===== src/rtl/seg7_scan_reader.sv =====
// ---------------------------------------------------------------------------
// seg7_scan_reader
//
// Reads back a multiplexed, active-low 7-segment display bus (segment lines
// plus per-digit anode strobes) and recovers the hex value shown on each
// digit. It is meant for loop-back self-checking of a display-driving path.
//
// Optional feature macro: SEG7_READER_DP_EN (decimal point read-back).
//
// Parameters:
//   NDIG    number of multiplexed digits (1..8)
//   STABLE  consecutive identical synchronised samples needed for a capture
//   TIMEOUT cycles without a capture before a digit's valid is dropped
//
// Ports:
//   clk      system clock, rising edge
//   reset_n  asynchronous active-low reset
//   seg      segment lines, active-low, bit0=a .. bit6=g
//   an_n     digit strobes, active-low, bit i = digit i
//   dp_n     (SEG7_READER_DP_EN only) decimal point, active-low
//   dp       (SEG7_READER_DP_EN only) per-digit decimal point state
//   hex      decoded values, digit i in bits [4i+3:4i]
//   valid    digit holds a fresh legal value
//   blank    digit last seen blank
//   upd      one-cycle pulse on a legal or blank capture
//   err      one-cycle pulse on a capture of an illegal pattern
// ---------------------------------------------------------------------------
module seg7_scan_reader #(
  parameter int NDIG    = 4,
  parameter int STABLE  = 4,
  parameter int TIMEOUT = 65535
) (
  input  logic              clk,
  input  logic              reset_n,
  input  logic [6:0]        seg,
  input  logic [NDIG-1:0]   an_n,
`ifdef SEG7_READER_DP_EN
  input  logic              dp_n,
  output logic [NDIG-1:0]   dp,
`endif
  output logic [4*NDIG-1:0] hex,
  output logic [NDIG-1:0]   valid,
  output logic [NDIG-1:0]   blank,
  output logic              upd,
  output logic              err
);

  // Sample word layout: {[dp_n], an_n, seg}
`ifdef SEG7_READER_DP_EN
  localparam int SW = 8 + NDIG;
`else
  localparam int SW = 7 + NDIG;
`endif

  localparam logic [7:0]  STABLE_C  = 8'(STABLE);
  localparam logic [15:0] TIMEOUT_C = 16'(TIMEOUT);
  localparam logic [15:0] TO_LAST_C = 16'(TIMEOUT - 1);

  logic [SW-1:0]   raw_in;
  logic [SW-1:0]   sync1_q;
  logic [SW-1:0]   sync2_q;
  logic [SW-1:0]   samp_q;     // previous synchronised sample
  logic [7:0]      cnt_q, cnt_d;
  logic            done_q, done_d;
  logic            capture;
  logic [NDIG-1:0] cap_an_n;
  logic [6:0]      cap_seg;
  logic            cap_legal;
  logic            cap_blank;
  logic [3:0]      cap_val;
  logic            upd_q;
  logic            err_q;

`ifdef SEG7_READER_DP_EN
  assign raw_in = {dp_n, an_n, seg};
`else
  assign raw_in = {an_n, seg};
`endif

  // True when exactly one strobe line is low.
  function automatic logic one_low(input logic [NDIG-1:0] v);
    int n;
    n = 0;
    for (int i = 0; i < NDIG; i++) begin
      if (!v[i]) n = n + 1;
    end
    return (n == 1);
  endfunction

  // The counter describes how long samp_q has been held, so a capture
  // always decodes samp_q, even if the live sample moves on that cycle.
  always_comb begin
    capture = (cnt_q == STABLE_C) && !done_q;
    cnt_d   = cnt_q;
    done_d  = done_q;
    if (!one_low(sync2_q[7 +: NDIG])) begin
      cnt_d  = 8'd0;
      done_d = 1'b0;
    end else if (sync2_q == samp_q) begin
      if (cnt_q != STABLE_C) cnt_d = cnt_q + 8'd1;
      if (capture)           done_d = 1'b1;
    end else begin
      cnt_d  = 8'd1;
      done_d = 1'b0;
    end
  end

  assign cap_an_n = samp_q[7 +: NDIG];
  assign cap_seg  = samp_q[6:0];
  assign cap_blank = (cap_seg == 7'h7F);

  // Inverse of the hex-to-segment decode (active-low gfedcba).
  always_comb begin
    cap_legal = 1'b1;
    cap_val   = 4'h0;
    case (cap_seg)
      7'h40: cap_val = 4'h0;
      7'h79: cap_val = 4'h1;
      7'h24: cap_val = 4'h2;
      7'h30: cap_val = 4'h3;
      7'h19: cap_val = 4'h4;
      7'h12: cap_val = 4'h5;
      7'h02: cap_val = 4'h6;
      7'h78: cap_val = 4'h7;
      7'h00: cap_val = 4'h8;
      7'h10: cap_val = 4'h9;
      7'h08: cap_val = 4'hA;
      7'h03: cap_val = 4'hB;
      7'h46: cap_val = 4'hC;
      7'h21: cap_val = 4'hD;
      7'h06: cap_val = 4'hE;
      7'h0E: cap_val = 4'hF;
      default: cap_legal = 1'b0;
    endcase
  end

  always_ff @(posedge clk or negedge reset_n) begin
    if (!reset_n) begin
      sync1_q <= '0;
      sync2_q <= '0;
      samp_q  <= '0;
      cnt_q   <= 8'd0;
      done_q  <= 1'b0;
      upd_q   <= 1'b0;
      err_q   <= 1'b0;
    end else begin
      sync1_q <= raw_in;
      sync2_q <= sync1_q;
      samp_q  <= sync2_q;
      cnt_q   <= cnt_d;
      done_q  <= done_d;
      upd_q   <= capture && (cap_legal || cap_blank);
      err_q   <= capture && !cap_legal && !cap_blank;
    end
  end

  assign upd = upd_q;
  assign err = err_q;

  for (genvar gi = 0; gi < NDIG; gi++) begin : g_dig
    logic        sel;
    logic [3:0]  hex_q;
    logic        valid_q;
    logic        blank_q;
    logic [15:0] to_q;

    // A capture is always a one-hot strobe, so at most one digit selects.
    assign sel = capture && !cap_an_n[gi];

    always_ff @(posedge clk or negedge reset_n) begin
      if (!reset_n) begin
        hex_q   <= 4'h0;
        valid_q <= 1'b0;
        blank_q <= 1'b0;
        to_q    <= 16'd0;
      end else if (sel) begin
        // Capture beats a simultaneous timeout; every capture kind
        // restarts the staleness counter.
        to_q <= 16'd0;
        if (cap_legal) begin
          hex_q   <= cap_val;
          valid_q <= 1'b1;
          blank_q <= 1'b0;
        end else if (cap_blank) begin
          valid_q <= 1'b0;
          blank_q <= 1'b1;
        end
      end else begin
        if (to_q != TIMEOUT_C) to_q <= to_q + 16'd1;
        if (to_q == TO_LAST_C) valid_q <= 1'b0;
      end
    end

    assign hex[4*gi +: 4] = hex_q;
    assign valid[gi]      = valid_q;
    assign blank[gi]      = blank_q;

`ifdef SEG7_READER_DP_EN
    logic dp_q;
    always_ff @(posedge clk or negedge reset_n) begin
      if (!reset_n) begin
        dp_q <= 1'b0;
      end else if (sel && (cap_legal || cap_blank)) begin
        dp_q <= ~samp_q[SW-1];
      end
    end
    assign dp[gi] = dp_q;
`endif
  end

endmodule


===== config.mk =====
export PLATFORM = sky130hd
export DESIGN_NAME = seg7_scan_reader
export DESIGN_NICKNAME = d
export VERILOG_FILES = /design/src/rtl/seg7_scan_reader.sv
export SDC_FILE = /design/constraint.sdc
export NUM_CORES = 1
export LEC_CHECK = 0
export ABC_CLOCK_PERIOD_IN_PS = 2190
export CORE_UTILIZATION = 45
export DETAILED_ROUTE_END_ITERATION = 8
export MAX_ROUTING_LAYER = met4
export PLACE_DENSITY_LB_ADDON = 0.12
export SYNTH_ARGS = -nofsm -noshare
export SYNTH_HDL_FRONTEND = slang
export SYNTH_SLANG_ARGS = --single-unit
export TNS_END_PERCENT = 5

===== constraint.sdc =====
create_clock -name clk -period 2.19 [get_ports clk]
set_clock_uncertainty 0.1 [all_clocks]
set_input_delay 0.219 -clock clk [delete_from_list [all_inputs] [get_ports clk]]
set_output_delay 0.219 -clock clk [all_outputs]
set_load 0.02 [all_outputs]

==> summary.json, run 1 <==
{
  "run_status": {
    "run_status": "finished clean"
  },
  "timing": {
    "clock.fmax_mhz": 472.1,
    "final-setup-viol-count": 0,
    "rsz_0062_raised_after_global_routing": "true",
    "post-route-period-util": 0.9672,
    "maxSlewViolCount": 0,
    "slew_headroom": 0.6003,
    "finalHoldViolCount": 0,
    "finalWorstPathRequiredPeriod_ns": 2.118,
    "final.hold.worst_slack_ns": 0.1324,
    "worst_slew_pin_slew_ns": 0.5844
  },
  "cells_and_area": {
    "design_area_um2": 7844,
    "number_of_diodes_added_for_antenna_fixing": 0,
    "commonest_non_fill_non_tap_cell_in_the_layout": "dfrtp_1",
    "area.growth.synth_to_final_pct": 23.87,
    "layout.cells.most_common_list": "127 x dfrtp_1, 69 x nor2_1, 45 x buf_4",
    "fraction_of_layout_instances_using_a_drive_strength_above_1": 0.1513,
    "final_nets": 707
  },
  "critical_path": {
    "reg2reg_setup_slack_ns": 0.07,
    "critPathMaxFanout": 8,
    "timing.critical_path.slowest_cell_delay_ns": 0.41,
    "r2r-start": "cnt_q[0]",
    "worst-endpoint-required_ns": 2.39,
    "worst_setup_path_endpoint": "g_dig[3].hex_q[1]",
    "worstSetupStartpointType": "flop",
    "timing.critical_path.cells": "inv_1 -> ha_1 -> nor4b_2 -> nand2_2 -> or3_1 -> a21oi_4 -> mux2_1",
    "regToRegEndpoint": "g_dig[3].hex_q[1]",
    "slowest_stage": "or3_1",
    "worst-r2r-cell-count": 7,
    "endpoint_type_of_the_worst_setup_path": "flop",
    "critical_path.startpoint": "cnt_q[0]",
    "critPathArrivalTime_ns": 2.32,
    "path_class": "flop to flop"
  },
  "flow_run": {
    "cap_violations": 0
  },
  "global_routing": {
    "grt_first_pass_wirelength_um": 22450,
    "grt_pass1_vias": 4638,
    "grt_start_max_net_pins": 48,
    "antenna_found_initial": 0,
    "grt_overflow_total": 0,
    "global_route.usage.total": 0.2050
  },
  "route": {
    "initial_drc_count": 330,
    "antenna_violating_nets_post_route": 0,
    "route.vias.total": 4738,
    "dr_wl_met2_um": 6349,
    "detail_route.vias_per_cell": 5.446,
    "drt_pre_antenna_iters": 5,
    "drt-total-wl_um": 12940,
    "drc_errors": 0,
    "wl_met3_um": 409,
    "post_drt_wl_per_cell_um": 14.88,
    "dr.max_layer_used": "met4",
    "wl_met1_um": 6025
  },
  "synthesis": {
    "ys.flop_type": "dfrtp_1",
    "postSynthNetCount": 635,
    "synth.cell_area_um2": 6332,
    "total_of_flip_flops_plus_latches_after_synthesis": 132,
    "yosysSeqAreaShare": 0.5216,
    "count_of_flip_flops_with_a_built_in_enable_after_synthesis": 0,
    "netlist-cell-type-count": 54,
    "post_synth_inst_count": 609,
    "ys_warn_count": 0,
    "syn_area_per_cell_um2": 10.40,
    "async_flop_share": 1.000
  },
  "cts": {
    "cts_buffers": 17,
    "clkSinkCount": 132,
    "later_pin_clock_latency_in_the_skew_report_ns": 0.42,
    "ctsRootBufferMaster": "clkbuf_16",
    "post_cts_clock_slew_at_the_launch_and_capture_registers_of_the_worst_setup_and_hold_paths_ns": 0.06,
    "htreeDepth": 4,
    "cts_max_path_buffers": 2,
    "tritoncts": "built"
  },
  "placement": {
    "gpl.final_weighted_congestion": 0.8280,
    "port_buffers": 38,
    "dp_hpwl_um": 8864,
    "placed_area_um2": 7123
  },
  "floorplan": {
    "core-area_um2": 13510,
    "effective_utilization_at_floorplan": 0.4689,
    "die_x_um": 120.6,
    "chipHeight_um": 120.6,
    "io_pins": 39,
    "core_rows": 42,
    "dieArea_um2": 14550
  },
  "power_and_ir_drop": {
    "power-per-cell-area_nw_per_um2": 716.0,
    "total_power_mw": 5.616,
    "power.leakage_nw": 3.420,
    "vdd_drop_max_uv": 695.4
  },
  "hold_path": {
    "min-delay-path-class": "primary input to flop"
  }
}
-- per-layer routing --
metal	track usage	vias to the layer above
met2	0.3136	68
met3	0.05142	15
met1	0.2638	2343
li1	-	2312
met5	-	-
met4	0.07639	0
-- sequential cells by signal, indices dropped and copies added (netlist names) --
name           cells
g_dig.to_q        64
g_dig.hex_q       16
samp_q            11
sync1_q           11
sync2_q           11
cnt_q              8
g_dig.blank_q      4
g_dig.valid_q      4
done_q             1
err                1
upd                1
-- power breakdown --
part / internal, mW / switching, mW / total [mW]
logic: 0.104 / 0.120 / 0.224
registers: 2.47 / 0.0346 / 2.51
clock network: 1.79 / 1.09 / 2.88
total: 4.37 / 1.24 / 5.62
-- cells in the mapped netlist, drive strengths merged, types with 3 or more instances --
master,instances,share of area
o211ai,3,0.0036
inv,18,0.011
o21ai,26,0.021
o2111ai,4,0.0055
nand3,31,0.025
and4,8,0.011
nor4,14,0.015
mux2,12,0.021
a211oi,10,0.012
xor2,32,0.044
nand4,14,0.014
nand2,30,0.018
a21oi,24,0.021
nor3b,5,0.0077
or4,3,0.0041
or3,11,0.011
nand2b,3,0.0030
buf,19,0.019
clkbuf,14,0.0083
and3b,4,0.0055
a31oi,3,0.0030
nor4b,3,0.0042
nor2b,5,0.0049
nor3,20,0.019
and2,8,0.0079
a2111oi,5,0.0099
xnor2,31,0.043
dfrtp,132,0.52
nor2,70,0.041
and3,13,0.013
ha,13,0.026
-- kinds of logic after synthesis --
group,share of synthesized area
muxes,0.02134
and+or+nand+nor,0.2089
DFF,0.5216
buffers and inverters,0.03754
adders and majority gates,0.02569
xor gates and xnor gates,0.08714
AOI/OAI and AO/OA,0.09781
-- how the worst min path moves through the flow --
stage,to,slack [ns],depth (start not counted),start
finish,sync1_q[5],0.13,1,seg[5]
global route,sync1_q[5],0.11,1,seg[5]
CTS,sync1_q[5],0.12,1,seg[5]
detailed placement,g_dig[3].to_q[2],0.13,1,reset_n
global placement,g_dig[3].to_q[2],0.13,1,reset_n
floorplan,cnt_q[0],-0.18,0,reset_n
-- critical path, delay by kind of cell, from the launching register on --
kind            cells  cell delay, ns
simple gates        3            0.77
flops               1            0.38
mux                 1            0.35
compound gates      1            0.19
fa+ha+maj           1            0.13
buf+inv             1            0.08
-- cell type report --
type	count	area, um2
Sequential cell	132	3309
Clock buffer	17	425.4
Tap cell	176	220.2
Clock inverter	15	181.4
Fill cell	1134	5662
Inverter	18	67.56
Timing Repair Buffer	86	769.5
Multi-Input combinational cell	426	2870
-- stage by stage --
stage                       util  worst slack (ns)  TNS (ns)  cells
after floorplan                -           0.03285         0    609
after global placement    0.5274           0.02050         0    835
after detailed placement  0.5274          -0.04092   -0.3309    835
after CTS                 0.5752           0.01676         0    869
after global routing      0.5808          -0.04066   -0.2326    870
final                     0.5808           0.07188         0    870
-- repair_timing --
action                                  CTS  global route
pin swaps                                 1             1
setup buffers                             1             1
hold buffers                              1             0
endpoints found under the setup margin   18            29
gates resized for setup                   3            17
hold endpoints to repair                 39             0
(Power assumes the default switching activity.)
==> run 2: changes to the inputs <==
--- a/config.mk
+++ b/config.mk
@@ -10,6 +10,7 @@
 export DETAILED_ROUTE_END_ITERATION = 8
 export MAX_ROUTING_LAYER = met4
 export PLACE_DENSITY_LB_ADDON = 0.12
+export RECOVER_POWER = 50
 export SYNTH_ARGS = -nofsm -noshare
 export SYNTH_HDL_FRONTEND = slang
 export SYNTH_SLANG_ARGS = --single-unit
==> run 2 against run 1 <==
  * Combinational power down 2%
  * Critical path depth is the same
  * Non-clock buffer count unchanged
  * Die area did not move
  * Largest cell class unchanged
==> summary.json, run 2 (synthesis gave the netlist of run 1 again) <==
{
  "placement": {
    "place_worst_setup_slack": {"value": -0.04092, "unit": "ns", "change": "unchanged"},
    "dpl.cell_count": {"value": 835, "change": "unchanged"},
    "dp_hpwl": {"value": 8864, "unit": "um", "change": "unchanged"},
    "gpl.final_weighted_congestion": {"value": 0.8280, "change": "unchanged"},
    "port_buffers": {"value": 38, "change": "unchanged"}
  },
  "power_and_ir_drop": {
    "power-per-cell-area": {"value": 716.0, "unit": "nW/um2", "change": "about the same"},
    "power.leakage": {"value": 3.419, "unit": "nW", "change": "was 3.420 nW"},
    "cellInternalPower": {"value": 4.368, "unit": "mW", "change": "was 4.373 mW"},
    "power.share.combinational": {"value": 0.039, "change": "was 0.040"},
    "power_frac_clock": {"value": 0.514, "change": "was 0.513"},
    "total_power": {"value": 5.611, "unit": "mW", "change": "was 5.616 mW"},
    "sw_ratio": {"value": 0.2215, "change": "was 0.2213"},
    "power_switching": {"value": 1.243, "unit": "mW", "change": "about the same"},
    "vdd_drop_max": {"value": 695.4, "unit": "uV", "change": "about the same"},
    "pwr-share-seq": {"value": 0.447, "change": "about the same"}
  },
  "cts": {
    "cts_max_path_buffers": {"value": 2, "change": "unchanged"},
    "htreeDepth": {"value": 4, "change": "unchanged"},
    "cts_buffers": {"value": 17, "change": "unchanged"},
    "ctsRootBufferMaster": {"value": "clkbuf_16", "change": "unchanged"},
    "tritoncts": {"value": "built", "change": "unchanged"},
    "post_cts_clock_slew_at_the_launch_and_capture_registers_of_the_worst_setup_and_hold_paths": {"value": 0.06, "unit": "ns", "change": "about the same"},
    "later_pin_clock_latency_in_the_skew_report": {"value": 0.42, "unit": "ns", "change": "about the same"},
    "clkSinkCount": {"value": 132, "change": "unchanged"}
  },
  "global_routing": {
    "grt_overflow_total": {"value": 0, "change": "unchanged"},
    "grt_start_max_net_pins": {"value": 48, "change": "unchanged"},
    "grt_pass1_vias": {"value": 4638, "change": "unchanged"},
    "grt_first_pass_wirelength": {"value": 22450, "unit": "um", "change": "unchanged"},
    "antenna_found_initial": {"value": 0, "change": "unchanged"},
    "global_route.usage.total": {"value": 0.2050, "change": "unchanged"}
  },
  "cells_and_area": {
    "fill_cells": {"value": 1135, "change": "was 1134"},
    "largest_registers": {"value": "g_dig.to_q x64, g_dig.hex_q x16", "change": "unchanged"},
    "number_of_diodes_added_for_antenna_fixing": {"value": 0, "change": "unchanged"},
    "fraction_of_layout_instances_using_a_drive_strength_above_1": {"value": 0.1499, "change": "was 0.1513"},
    "finalNonFillerCells": {"value": 870, "change": "unchanged"},
    "area.growth.synth_to_final": {"value": 23.77, "unit": "%", "change": "was 23.87%"},
    "layout.cells.most_common_list": {"value": "127 x dfrtp_1, 69 x nor2_1, 43 x buf_4", "change": "was 127 x dfrtp_1, 69 x nor2_1, 45 x buf_4"},
    "top_register_by_number_of_flip_flops": {"value": "g_dig.to_q", "change": "unchanged"},
    "postLayoutCoreUtil": {"value": 0.5803, "change": "was 0.5808"},
    "final_nets": {"value": 707, "change": "unchanged"},
    "flip_flop_count_of_the_largest_register_after_layout": {"value": 64, "change": "unchanged"},
    "commonest_non_fill_non_tap_cell_in_the_layout": {"value": "dfrtp_1", "change": "unchanged"}
  },
  "timing": {
    "finalHoldViolCount": {"value": 0, "change": "unchanged"},
    "rsz_0062_raised_after_global_routing": {"value": "true", "change": "unchanged"},
    "worst_slack": {"value": 0.07171, "unit": "ns", "change": "was 0.07188 ns"},
    "slew_headroom": {"value": 0.2889, "change": "was 0.6003"},
    "post-route-period-util": {"value": 0.9673, "change": "was 0.9672"},
    "finalWorstPathRequiredPeriod": {"value": 2.118, "unit": "ns", "change": "about the same"},
    "maxSlewViolCount": {"value": 0, "change": "unchanged"},
    "final-setup-viol-count": {"value": 0, "change": "unchanged"},
    "worst_slew_pin_slew": {"value": 1.067, "unit": "ns", "change": "was 0.5844 ns"},
    "clock.fmax": {"value": 472.1, "unit": "MHz", "change": "about the same"},
    "timing.setup.tns": {"value": 0, "unit": "ns", "change": "unchanged"}
  },
  "route": {
    "drt_pre_antenna_iters": {"value": 5, "change": "unchanged"},
    "antenna_violating_nets_post_route": {"value": 0, "change": "unchanged"},
    "drc_errors": {"value": 0, "change": "unchanged"},
    "initial_drc_count": {"value": 325, "change": "was 330"},
    "drt-total-wl": {"value": 12960, "unit": "um", "change": "was 12940 um"},
    "detail_route.vias_per_cell": {"value": 5.447, "change": "was 5.446"},
    "post_drt_wl_per_cell": {"value": 14.89, "unit": "um", "change": "was 14.88 um"},
    "route.vias.total": {"value": 4739, "change": "was 4738"}
  },
  "hold_path": {
    "min-delay-path-class": {"value": "flop to flop", "change": "was primary input to flop"}
  },
  "floorplan": {
    "core-area": {"value": 13510, "unit": "um2", "change": "unchanged"},
    "effective_utilization_at_floorplan": {"value": 0.4689, "change": "unchanged"},
    "io_pins": {"value": 39, "change": "unchanged"},
    "core_rows": {"value": 42, "change": "unchanged"},
    "chipHeight": {"value": 120.6, "unit": "um", "change": "unchanged"},
    "dieArea": {"value": 14550, "unit": "um2", "change": "unchanged"},
    "die_x": {"value": 120.6, "unit": "um", "change": "unchanged"}
  },
  "critical_path": {
    "endpoint_type_of_the_worst_setup_path": {"value": "flop", "change": "unchanged"},
    "worst-endpoint-required": {"value": 2.39, "unit": "ns", "change": "about the same"},
    "worstSetupStartpointType": {"value": "flop", "change": "unchanged"},
    "critPathMaxFanout": {"value": 8, "change": "unchanged"},
    "path_class": {"value": "flop to flop", "change": "unchanged"},
    "critPathArrivalTime": {"value": 2.32, "unit": "ns", "change": "about the same"}
  },
  "flow_run": {
    "cap_violations": {"value": 0, "change": "unchanged"}
  },
  "run_status": {
    "run_status": {"value": "finished clean", "change": "unchanged"}
  }
}
run 2: worst max-delay path, stage by stage, from the launching register on:
cell and delay (ns):
dfrtp_1 0.38, inv_1 0.08, ha_1 0.13, nor4b_2 0.21, nand2_2 0.15, or3_1 0.41, a21oi_4 0.19, mux2_1 0.35
run 2: routing by layer:
metal / routed length (um) / vias to the layer above / GRT usage
met2: 6351 / 64 / 0.3136
li1: - / 2313 / -
met3: 396 / 15 / 0.05142
met5: 0 / - / -
met1: 6050 / 2347 / 0.2638
met4: 159 / 0 / 0.07639
run 2: metrics by stage:
| step | area, um2 | hold WS, ns |
|---|---|---|
| CTS | 7769 | 0.1161 |
| detailed placement | 7123 | 0.1335 |
| global route | 7838 | 0.2287 |
| floorplan | 6332 | -0.1766 |
| global placement | 7123 | 0.1326 |
| finish | 7838 | 0.2462 |
run 2: timing repair:
action	4_1_cts	5_1_grt
endpoints found under the setup margin	18	29
gates resized for setup	3	17
hold buffers	1	0
buffers inserted	1	1
endpoints found under the hold margin	39	0
pin swaps	1	1
run 2: path summary, 6_finish.rpt:
check / end / slack (ns) / cells past startpoint / from
hold reg to reg: sync2_q[9] / 0.25 / 0 / sync1_q[9]
hold / removal: sync2_q[9] / 0.25 / 0 / sync1_q[9]
setup / recovery: g_dig[3].hex_q[1] / 0.07 / 7 / cnt_q[0]
max in group asynchronous: g_dig[1].to_q[4] / 0.76 / 3 / reset_n
min in group asynchronous: g_dig[3].to_q[2] / 0.42 / 2 / reset_n
setup reg to reg: g_dig[3].hex_q[1] / 0.07 / 7 / cnt_q[0]
run 2: power groups by stage:
stage / Sequential, mW / Combinational (mW) / Clock (mW)
floorplan: 2.54 / 0.0941 / 0
global placement: 2.55 / 0.204 / 0
detailed placement: 2.55 / 0.207 / 0
CTS: 2.51 / 0.215 / 2.95
global route: 2.51 / 0.248 / 3.06
finish: 2.51 / 0.219 / 2.88
run 2: layout make-up:
| cell class | count | area (um2) | area share |
|---|---|---|---|
| clock buffer | 17 | 425.4 | 0.05428 |
| multi-input combinational | 426 | 2870 | 0.3662 |
| timing repair buffer | 86 | 763.2 | 0.09738 |
| clock inverter | 15 | 181.4 | 0.02315 |
| inverter | 18 | 67.56 | 0.008621 |
| sequential | 132 | 3309 | 0.4223 |
| tap | 176 | 220.2 | 0.02810 |
==> run 3: changes to the inputs <==
--- a/config.mk
+++ b/config.mk
@@ -11,6 +11,7 @@
 export MAX_ROUTING_LAYER = met4
 export PLACE_DENSITY_LB_ADDON = 0.12
 export RECOVER_POWER = 50
+export SKIP_LAST_GASP = 1
 export SYNTH_ARGS = -nofsm -noshare
 export SYNTH_HDL_FRONTEND = slang
 export SYNTH_SLANG_ARGS = --single-unit
==> run 3 against run 2 <==
  * Critical path depth down 1
  * Sequential cell count unchanged
  * Design area unchanged
  * Via count down 0.25%
  * Register-to-register slack lost 0.03 ns
  * Hold slack is essentially flat
  * Clock power hardly changed
  * Core utilization did not move
  * Critical endpoint is now err
  * Largest power group unchanged
==> summary.json, run 3 (synthesis gave the netlist of run 1 again) <==
{
  "run_status": {
    "run_status": {"value": "finished clean", "change": "unchanged"}
  },
  "route": {
    "route.vias.total": {"value": 4727, "change": "was 4739"},
    "initial_drc_count": {"value": 323, "change": "was 325"},
    "post_drt_wl_per_cell": {"value": 14.81, "unit": "um", "change": "was 14.89 um"},
    "drt-total-wl": {"value": 12900, "unit": "um", "change": "was 12960 um"},
    "drc_errors": {"value": 0, "change": "unchanged"},
    "antenna_violating_nets_post_route": {"value": 0, "change": "unchanged"},
    "drt_pre_antenna_iters": {"value": 4, "change": "was 5"},
    "detail_route.vias_per_cell": {"value": 5.427, "change": "was 5.447"}
  },
  "hold_path": {
    "worst_hold_path.num_cells": {"value": 1, "change": "was 0"},
    "min-delay-path-class": {"value": "primary input to flop", "change": "was flop to flop"}
  },
  "timing": {
    "slew_headroom": {"value": 0.2905, "change": "was 0.2889"},
    "finalWorstPathRequiredPeriod": {"value": 2.149, "unit": "ns", "change": "was 2.118 ns"},
    "timing.setup.tns": {"value": 0, "unit": "ns", "change": "unchanged"},
    "clock.fmax": {"value": 465.2, "unit": "MHz", "change": "was 472.1 MHz"},
    "maxSlewViolCount": {"value": 0, "change": "unchanged"},
    "finalHoldViolCount": {"value": 0, "change": "unchanged"},
    "post-route-period-util": {"value": 0.9815, "change": "was 0.9673"},
    "worst_slew_pin_slew": {"value": 1.064, "unit": "ns", "change": "was 1.067 ns"},
    "rsz_0062_raised_after_global_routing": {"value": "true", "change": "unchanged"},
    "final-setup-viol-count": {"value": 0, "change": "unchanged"}
  },
  "critical_path": {
    "worstPathBufferInverterCount": {"value": 1, "change": "unchanged"},
    "worst-r2r-cell-count": {"value": 6, "change": "was 7"},
    "endpoint_type_of_the_worst_setup_path": {"value": "flop", "change": "unchanged"},
    "critPathArrivalTime": {"value": 2.34, "unit": "ns", "change": "was 2.32 ns"},
    "timing.critical_path.depth": {"value": 6, "change": "was 7"},
    "timing.critical_path.slowest_cell_delay": {"value": 0.46, "unit": "ns", "change": "was 0.41 ns"},
    "worst-endpoint-required": {"value": 2.38, "unit": "ns", "change": "was 2.39 ns"},
    "slowest_stage": {"value": "dfrtp_1", "change": "was or3_1"},
    "timing.critical_path.cells": {"value": "and4_1 -> a32o_1 -> nor3b_4 -> buf_4 -> nand2_1 -> nor4_1", "change": "was inv_1 -> ha_1 -> nor4b_2 -> nand2_2 -> or3_1 -> a21oi_4 -> mux2_1"},
    "worstSetupStartpointType": {"value": "flop", "change": "unchanged"},
    "critPathMaxFanout": {"value": 7, "change": "was 8"},
    "path_class": {"value": "flop to flop", "change": "unchanged"},
    "critical_path.top_delay_family": {"value": "simple AND/OR/NAND/NOR gates", "change": "unchanged"}
  },
  "global_routing": {
    "grt_start_max_net_pins": {"value": 48, "change": "unchanged"},
    "global_route.usage.total": {"value": 0.2048, "change": "was 0.2050"},
    "grt_pass1_vias": {"value": 4630, "change": "was 4638"},
    "grt_first_pass_wirelength": {"value": 22420, "unit": "um", "change": "was 22450 um"},
    "grt_overflow_total": {"value": 0, "change": "unchanged"},
    "antenna_found_initial": {"value": 0, "change": "unchanged"}
  },
  "power_and_ir_drop": {
    "power_switching": {"value": 1.247, "unit": "mW", "change": "was 1.243 mW"},
    "cellInternalPower": {"value": 4.367, "unit": "mW", "change": "was 4.368 mW"},
    "power.leakage": {"value": 3.427, "unit": "nW", "change": "was 3.419 nW"},
    "power.share.combinational": {"value": 0.039, "change": "about the same"},
    "total_power": {"value": 5.614, "unit": "mW", "change": "was 5.611 mW"},
    "power_frac_clock": {"value": 0.514, "change": "about the same"},
    "power-per-cell-area": {"value": 716.3, "unit": "nW/um2", "change": "was 716.0 nW/um2"},
    "vdd_drop_max": {"value": 695.9, "unit": "uV", "change": "was 695.4 uV"},
    "sw_ratio": {"value": 0.2221, "change": "was 0.2215"},
    "pwr-share-seq": {"value": 0.447, "change": "about the same"}
  },
  "floorplan": {
    "chipHeight": {"value": 120.6, "unit": "um", "change": "unchanged"},
    "die_x": {"value": 120.6, "unit": "um", "change": "unchanged"},
    "core-area": {"value": 13510, "unit": "um2", "change": "unchanged"},
    "effective_utilization_at_floorplan": {"value": 0.4689, "change": "unchanged"},
    "io_pins": {"value": 39, "change": "unchanged"},
    "dieArea": {"value": 14550, "unit": "um2", "change": "unchanged"},
    "core_rows": {"value": 42, "change": "unchanged"}
  },
  "cts": {
    "ctsRootBufferMaster": {"value": "clkbuf_16", "change": "unchanged"},
    "later_pin_clock_latency_in_the_skew_report": {"value": 0.42, "unit": "ns", "change": "about the same"},
    "tritoncts": {"value": "built", "change": "unchanged"},
    "clkSinkCount": {"value": 132, "change": "unchanged"},
    "post_cts_clock_slew_at_the_launch_and_capture_registers_of_the_worst_setup_and_hold_paths": {"value": 0.06, "unit": "ns", "change": "about the same"},
    "cts_buffers": {"value": 17, "change": "unchanged"},
    "cts_max_path_buffers": {"value": 2, "change": "unchanged"},
    "htreeDepth": {"value": 4, "change": "unchanged"}
  },
  "cells_and_area": {
    "area.growth.synth_to_final": {"value": 23.77, "unit": "%", "change": "unchanged"},
    "postLayoutCoreUtil": {"value": 0.5803, "change": "unchanged"},
    "commonest_non_fill_non_tap_cell_in_the_layout": {"value": "dfrtp_1", "change": "unchanged"},
    "finalNonFillerCells": {"value": 871, "change": "was 870"},
    "fraction_of_layout_instances_using_a_drive_strength_above_1": {"value": 0.1482, "change": "was 0.1499"},
    "layout.cells.most_common_list": {"value": "129 x dfrtp_1, 70 x nor2_1, 45 x buf_4", "change": "was 127 x dfrtp_1, 69 x nor2_1, 43 x buf_4"},
    "number_of_diodes_added_for_antenna_fixing": {"value": 0, "change": "unchanged"},
    "final_nets": {"value": 708, "change": "was 707"},
    "top_register_by_number_of_flip_flops": {"value": "g_dig.to_q", "change": "unchanged"},
    "largest_registers": {"value": "g_dig.to_q x64, g_dig.hex_q x16", "change": "unchanged"},
    "design_area": {"value": 7838, "unit": "um2", "change": "unchanged"},
    "flip_flop_count_of_the_largest_register_after_layout": {"value": 64, "change": "unchanged"}
  },
  "placement": {
    "gpl.final_weighted_congestion": {"value": 0.8280, "change": "unchanged"},
    "placed_area": {"value": 7123, "unit": "um2", "change": "unchanged"},
    "dpl.cell_count": {"value": 835, "change": "unchanged"},
    "port_buffers": {"value": 38, "change": "unchanged"},
    "dp_hpwl": {"value": 8864, "unit": "um", "change": "unchanged"}
  },
  "flow_run": {
    "cap_violations": {"value": 0, "change": "unchanged"}
  }
}
[run 3: worst paths after layout]
check                           start               end  slack, ns
setup / recovery            samp_q[3]               err       0.04
hold / removal                 seg[5]        sync1_q[5]       0.25
setup reg to reg            samp_q[3]               err       0.04
hold reg to reg            sync1_q[9]        sync2_q[9]       0.25
max in group asynchronous     reset_n  g_dig[1].to_q[4]       0.76
min in group asynchronous     reset_n  g_dig[3].to_q[2]       0.42
[run 3: per-layer routing]
| layer | vias up | routed length [um] | GRT usage |
|---|---|---|---|
| met5 | - | 0 | - |
| met1 | 2339 | 6136 | 0.2635 |
| met4 | 0 | 159 | 0.07639 |
| met2 | 60 | 6236 | 0.3132 |
| met3 | 14 | 369 | 0.05142 |
| li1 | 2314 | - | - |
[run 3: final cells by class]
cell class / instances / area (um2)
fill: 1136 / 5668
clock inverter: 15 / 181.4
tap: 176 / 220.2
sequential: 132 / 3307
timing repair buffer: 87 / 767.0
inverter: 18 / 67.56
multi-input combinational: 426 / 2869
clock buffer: 17 / 425.4
[run 3: stage by stage]
stage          hold WS [ns]  setup WS [ns]
2_1_floorplan       -0.1766        0.03285
3_3_place_gp         0.1326        0.02050
3_5_place_dp         0.1335       -0.04092
4_1_cts              0.1161       -0.03446
5_1_grt              0.2287       -0.04044
6_report             0.2460        0.04055
[run 3: repair_timing]
item                                    CTS  global route
pin swaps                                 1             2
gates cloned                              0             0
setup buffers                             1             2
endpoints found under the setup margin   18            51
hold buffers                              1             0
resized for setup                         2            14
endpoints found under the hold margin    39             0
[run 3: power by group through the flow]
stage               registers [mW]  clock network [mW]  logic (mW)
floorplan                     2.54                   0      0.0941
global placement              2.55                   0       0.204
detailed placement            2.55                   0       0.207
CTS                           2.51                2.95       0.214
global route                  2.51                3.06       0.246
finish                        2.51                2.89       0.218
